`src/rtl/spi_bridge.sv`:
```
// spi_bridge: SPI mode-0 slave front end for the instruction decoder.
// Oversamples sclk/cs_n/mosi in the clk domain, assembles MSB-first bytes,
// pulses byte_sync per completed byte, and shifts data_out back on miso.
module spi_bridge #(
  parameter int unsigned SYNC_STAGES = 2
) (
  input  logic       clk,
  input  logic       rst_n,
  input  logic       sclk,
  input  logic       cs_n,
  input  logic       mosi,
  output logic       miso,
  output logic       byte_sync,
  output logic [7:0] data_in,
  input  logic [7:0] data_out
);

  localparam int unsigned CNT_W  = 3;
  localparam int unsigned BYTE_W = 8;

  logic [SYNC_STAGES-1:0] sclk_sync;
  logic [SYNC_STAGES-1:0] cs_sync;
  logic [SYNC_STAGES-1:0] mosi_sync;
  logic                   sclk_q;
  logic                   cs_q;

  logic                   sclk_s;
  logic                   cs_s;
  logic                   mosi_s;
  logic                   rise;
  logic                   fall;
  logic                   cs_fall;

  logic [CNT_W-1:0]       bit_cnt,   bit_cnt_d;
  logic [BYTE_W-1:0]      rx_shift,  rx_shift_d;
  logic [BYTE_W-1:0]      tx_shift,  tx_shift_d;
  logic [BYTE_W-1:0]      data_in_d;
  logic                   load_pend, load_pend_d;
  logic                   byte_sync_d;
  logic                   miso_d;

  // Input synchronizers; cs_n chain resets to the deselected level.
  always_ff @(posedge clk or negedge rst_n) begin
    if (!rst_n) begin
      sclk_sync <= '0;
      cs_sync   <= '1;
      mosi_sync <= '0;
      sclk_q    <= 1'b0;
      cs_q      <= 1'b1;
    end else begin
      sclk_sync <= {sclk_sync[SYNC_STAGES-2:0], sclk};
      cs_sync   <= {cs_sync[SYNC_STAGES-2:0], cs_n};
      mosi_sync <= {mosi_sync[SYNC_STAGES-2:0], mosi};
      sclk_q    <= sclk_sync[SYNC_STAGES-1];
      cs_q      <= cs_sync[SYNC_STAGES-1];
    end
  end

  assign sclk_s  = sclk_sync[SYNC_STAGES-1];
  assign cs_s    = cs_sync[SYNC_STAGES-1];
  assign mosi_s  = mosi_sync[SYNC_STAGES-1];
  assign rise    = sclk_s & ~sclk_q;
  assign fall    = ~sclk_s & sclk_q;
  assign cs_fall = ~cs_s & cs_q;

  // Next-state for receive/transmit shifters, bit counter and byte handoff.
  always_comb begin
    bit_cnt_d   = bit_cnt;
    rx_shift_d  = rx_shift;
    tx_shift_d  = tx_shift;
    data_in_d   = data_in;
    load_pend_d = 1'b0;
    byte_sync_d = 1'b0;
    if (cs_s) begin
      bit_cnt_d  = '0;
      rx_shift_d = '0;
      tx_shift_d = '0;
    end else begin
      load_pend_d = byte_sync;
      if (rise) begin
        rx_shift_d = {rx_shift[BYTE_W-2:0], mosi_s};
        bit_cnt_d  = CNT_W'(bit_cnt + CNT_W'(1));
        if (bit_cnt == CNT_W'(7)) begin
          data_in_d   = rx_shift_d;
          byte_sync_d = 1'b1;
        end
      end
      // Frame start forces 0x00; a pending decoder load beats a shift; the
      // fall right after a byte boundary (bit_cnt 0) keeps the new MSB.
      if (cs_fall) begin
        tx_shift_d = '0;
      end else if (load_pend) begin
        tx_shift_d = data_out;
      end else if (fall && (bit_cnt != '0)) begin
        tx_shift_d = {tx_shift[BYTE_W-2:0], 1'b0};
      end
    end
    // Registered miso equals the next cycle's ~cs_s & tx_shift[7].
    miso_d = ~cs_sync[SYNC_STAGES-2] & tx_shift_d[BYTE_W-1];
  end

  // State and output registers.
  always_ff @(posedge clk or negedge rst_n) begin
    if (!rst_n) begin
      bit_cnt   <= '0;
      rx_shift  <= '0;
      tx_shift  <= '0;
      load_pend <= 1'b0;
      data_in   <= '0;
      byte_sync <= 1'b0;
      miso      <= 1'b0;
    end else begin
      bit_cnt   <= bit_cnt_d;
      rx_shift  <= rx_shift_d;
      tx_shift  <= tx_shift_d;
      load_pend <= load_pend_d;
      data_in   <= data_in_d;
      byte_sync <= byte_sync_d;
      miso      <= miso_d;
    end
  end

endmodule

```
`config.mk`:
```
export PLATFORM = sky130hd
export DESIGN_NAME = spi_bridge
export DESIGN_NICKNAME = d
export VERILOG_FILES = /design/src/rtl/spi_bridge.sv
export SDC_FILE = /design/constraint.sdc
export NUM_CORES = 1
export LEC_CHECK = 0
export ABC_AREA = 1
export BUFFER_PORTS_ARGS = -buffer_cell sky130_fd_sc_hd__buf_2
export CORE_ASPECT_RATIO = 1.1
export CORE_UTILIZATION = 49
export DETAILED_ROUTE_END_ITERATION = 6
export PLACE_DENSITY_LB_ADDON = 0.05
export SYNTH_ARGS = -nofsm -noshare
export SYNTH_HDL_FRONTEND = slang
export SYNTH_SLANG_ARGS = --single-unit
```
`constraint.sdc`:
```
create_clock -name clk -period 1.1 [get_ports clk]
set_clock_uncertainty 0.1 [all_clocks]
set_input_delay 0.22 -clock clk [delete_from_list [all_inputs] [get_ports clk]]
set_output_delay 0.22 -clock clk [all_outputs]
set_load 0.03 [all_outputs]
```
==> qor.csv <==
stage,metric,value,unit
run,drv.max_cap_violation_count,0,
place,dpl-instance-area,1800,µm²
setup_path,critPathRequiredTime,1.22,ns
clocking,cts.reportedPaths.clkPinSlew,0.11,ns
final_layout,final_nets,223,
setup_path,cp_cell_sequence,nor2_4 -> buf_6 -> buf_6 -> nand2_1 -> o21ai_1,
yosys,post_synth_fa_ha_maj_area_fraction,0.0243,
yosys,muxShareOfSynthArea,0,
global_route,antenna_found_initial,0,
clocking,tritoncts,yes,
timing,setup_ws,-0.182,ns
global_route,track_usage,0.200,
setup_path,worst_ep_arrival_time,1.40,ns
yosys,synth.cells.most_frequent,"39 x sky130_fd_sc_hd__nand2_1, 34 x sky130_fd_sc_hd__dfrtp_1, 18 x sky130_fd_sc_hd__inv_1",
setup_path,crit_family,flip-flops,
yosys,yosys_register_bits,37,
yosys,syn_avg_cell_area,10.4,µm²
die,placement_rows,21,
final_layout,flow.area_growth_from_synthesis,46.0,%
die,dieWidth,55.5,µm
yosys,combinational_family_with_the_most_area_after_synthesis,simple AND/OR/NAND/NOR gates,
global_route,first_global_vias,1150,
drt,wirelength,3260,µm
place,hpwl_after_detailed_placement,1880,µm
timing,timing_max_transition_violations_final,0,
drt,drt_iter0_markers,42,
final_layout,drive_gt1_frac,0.514,
run_status,failed_checks,negative setup slack,
clocking,clock-sinks,37,
yosys,area_share_of_and_or_nand_nor_cells_after_synthesis,0.187,
timing,grt_setup_unrepaired,true,
global_route,globalRouteOverflowTotal,0,
drt,routedWlPerCell,13.5,µm
timing,tightest_slew,0.378,ns
power_and_ir_drop,comb_power_share,0.103,
clocking,ctsRootBufferMaster,sky130_fd_sc_hd__clkbuf_4,
yosys,yosysSeqAreaShare,0.602,
setup_path,critical-path-top-cell-by-count,sky130_fd_sc_hd__buf_6,
place,port_buffers,22,
drt,postRouteAntennaNets,0,
yosys,synth_area,1550,µm²
die,die_height,60.9,µm
power_and_ir_drop,power.clock.fraction,0.293,
run_status,outcome,finished with violations,
timing,max_clock_freq,780,MHz
yosys,area_leader_netlist,sky130_fd_sc_hd__dfrtp_1,
yosys,synth_nets,164,
yosys,synth_xor_xnor_area_share,0,
yosys,synth_cells,148,
yosys,synth_most_common_cell,sky130_fd_sc_hd__nand2_1,
setup_path,worstPathBufferInverterCount,2,
yosys,synth_compound_area_frac,0.119,
drt,detailedRoute.firstPassIterationCount,4,
yosys,edff_count_synth,0,
final_layout,final_area,2260,µm²
yosys,synth_area_leaders,"sky130_fd_sc_hd__dfrtp_1 55%, sky130_fd_sc_hd__nand2_1 9.5%, sky130_fd_sc_hd__dfstp_2 5.1%",
die,initial_core_util,0.511,
drt,avgViaCountPerCell,5.03,
yosys,yosysTopAreaCellShare,0.551,
setup_path,critPathMaxFanout,4,
power_and_ir_drop,net-switching-power,0.000585,W
setup_path,endpoint_kind,flip-flop,
clocking,h-tree-depth,2,
yosys,synth_flop_cell,sky130_fd_sc_hd__dfrtp_1,
clocking,cts_inserted_buffers,5,
setup_path,timing.critical_path.slowest_cell_delay,0.63,ns
power_and_ir_drop,irDropWorstVdd,967,µV
global_route,grt_start_max_net_pins,19,
hold_path,worst_hold_path_type,input pin to flip-flop,
yosys,synth.yosys.warnings,0,
timing,hold_violation_total_from_the_final_report,0,
final_layout,final.fill_count,209,
drt,vias,1218,
die,area_of_the_placeable_core,3020,µm²
power_and_ir_drop,seqPwrFrac,0.605,
die,die-area,3380,µm²
power_and_ir_drop,power_leakage,1.04,nW
clocking,insertion_delay,0.33,ns
timing,finalCritPeriodShare,1.17,
final_layout,num_antenna_cells,0,
timing,finalCriticalPeriod,1.28,ns
clocking,ctsLongestPathBuffers,2,
yosys,asyncSetResetFlopFracSynth,1.00,
power_and_ir_drop,intPower,0.00173,W
drt,post-route-drc-count,0,
setup_path,crit_type,flip-flop to flip-flop,
global_route,grt_first_pass_wirelength,5010,µm
die,floorplan.io_pins,23,
place,gp_congestion,0.729,
power_and_ir_drop,power.share.switching,0.252,
setup_path,cpMaxStageDelayCell,sky130_fd_sc_hd__dfstp_2,
yosys,post_synth_num_cell_types,22,
timing,maxSlewHeadroom,0.748,
timing,setup_tns,-4.66,ns
power_and_ir_drop,powerDensity,1030,nW/µm²
setup_path,worstSetupStartpointType,flip-flop,
timing,setup_viol_count_final,38,
## stage by stage
step	setup WS (ns)	hold WS, ns	std cells	total power, W	util
floorplan	-0.117	-0.176	148	0.00150	-
global placement	-0.161	0.0475	209	0.00158	0.595
detailed placement	-0.178	0.0558	209	0.00158	0.595
CTS	-0.187	0.00494	234	0.00232	0.705
global route	-0.287	0.0217	242	0.00241	0.747
finish	-0.182	0.0155	242	0.00232	0.747
## power by group through the flow
stage               Sequential [W]  Combinational, W  Clock, W
floorplan                  0.00143         0.0000724         0
global placement           0.00143          0.000151         0
detailed placement         0.00143          0.000155         0
CTS                        0.00140          0.000217  0.000701
global route               0.00141          0.000260  0.000743
finish                     0.00140          0.000238  0.000679
## worst reg2reg max path, cell delays in order, from the launching register on
cell                      delay [ns]
sky130_fd_sc_hd__dfstp_2        0.63
sky130_fd_sc_hd__nor2_4         0.06
sky130_fd_sc_hd__buf_6          0.13
sky130_fd_sc_hd__buf_6          0.11
sky130_fd_sc_hd__nand2_1        0.05
sky130_fd_sc_hd__o21ai_1        0.08
## state kept, by name, indices dropped and copies added (netlist names)
signal / cells
mosi_sync: 2
byte_sync: 1
tx_shift: 8
data_in: 8
miso: 1
sclk_sync: 2
load_pend: 1
bit_cnt: 3
rx_shift: 7
sclk_q: 1
cs_q: 1
cs_sync: 2
## cells in the final DEF (no fill, tap or decap)
| master | n |
|---|---|
| sky130_fd_sc_hd__clkbuf_1 | 1 |
| sky130_fd_sc_hd__buf_2 | 12 |
| sky130_fd_sc_hd__dlygate4sd3_1 | 4 |
| sky130_fd_sc_hd__dfstp_2 | 3 |
| sky130_fd_sc_hd__clkinv_2 | 2 |
| sky130_fd_sc_hd__buf_6 | 15 |
| sky130_fd_sc_hd__nand2_4 | 2 |
| sky130_fd_sc_hd__nand2_2 | 11 |
| sky130_fd_sc_hd__clkbuf_4 | 5 |
| sky130_fd_sc_hd__nand2_8 | 5 |
| sky130_fd_sc_hd__o22ai_2 | 4 |
| sky130_fd_sc_hd__o21ai_0 | 3 |
| sky130_fd_sc_hd__o21ai_1 | 6 |
| sky130_fd_sc_hd__ha_4 | 2 |
| sky130_fd_sc_hd__nand2_1 | 28 |
| sky130_fd_sc_hd__dfrtp_1 | 34 |
| sky130_fd_sc_hd__inv_6 | 2 |
| sky130_fd_sc_hd__nor2_4 | 3 |
| sky130_fd_sc_hd__inv_4 | 1 |
| sky130_fd_sc_hd__nor2_1 | 1 |
| sky130_fd_sc_hd__inv_1 | 12 |
| sky130_fd_sc_hd__o21ai_2 | 8 |
| sky130_fd_sc_hd__nor2_8 | 1 |
| sky130_fd_sc_hd__ha_2 | 1 |
| sky130_fd_sc_hd__o22ai_1 | 3 |
| sky130_fd_sc_hd__nand3_1 | 9 |
| sky130_fd_sc_hd__buf_4 | 19 |
| sky130_fd_sc_hd__inv_2 | 5 |
| sky130_fd_sc_hd__buf_12 | 2 |
| sky130_fd_sc_hd__a21oi_2 | 1 |
| sky130_fd_sc_hd__a21oi_4 | 1 |
| sky130_fd_sc_hd__nand3_2 | 2 |
## per-layer routing
metal	global-route usage	up-vias	wire, µm
li1	-	598	-
met1	0.248	587	1410
met4	0.0964	0	48
met3	0.0490	5	131
met2	0.336	28	1670
met5	0	-	0
## cell type report
class,count,area [µm²],share of cell area
flip-flops and latches,37,930,0.412
clock buffers,6,41.3,0.0183
well taps,34,42.5,0.0189
clock inverters,2,10.0,0.00444
multi-input cells,91,693,0.307
inverters,20,87.6,0.0388
repair buffers,52,452,0.200
## cells by family (layout without fill, tap and decap cells)
logic type / count (synthesis) / in the layout
buffers and inverters: 23 / 80
DFF: 37 / 37
AOI/OAI and AO/OA: 26 / 26
and+or+nand+nor: 59 / 62
adders and majority gates: 3 / 3
## timing repair
item	4_1_cts	5_1_grt
gates cloned	3	0
pin swaps	5	10
endpoints found under the setup margin	38	38
hold endpoints to repair	33	0
gates resized for setup	40	17
hold buffers	4	0
setup buffers	10	8
## worst paths after layout
check	slack, ns	endpoint	start	depth (start not counted)
min	0.02	tx_shift[0]	data_out[0]	3
min in group asynchronous	0.24	tx_shift[3]	rst_n	2
max	-0.18	bit_cnt[0]	cs_sync[1]	5
max in group asynchronous	0.22	rx_shift[3]	rst_n	3
min reg2reg	0.26	sclk_sync[1]	sclk_sync[0]	0
max reg2reg	-0.18	bit_cnt[0]	cs_sync[1]	5
No activity file was read; power rests on OpenSTA's default activity.
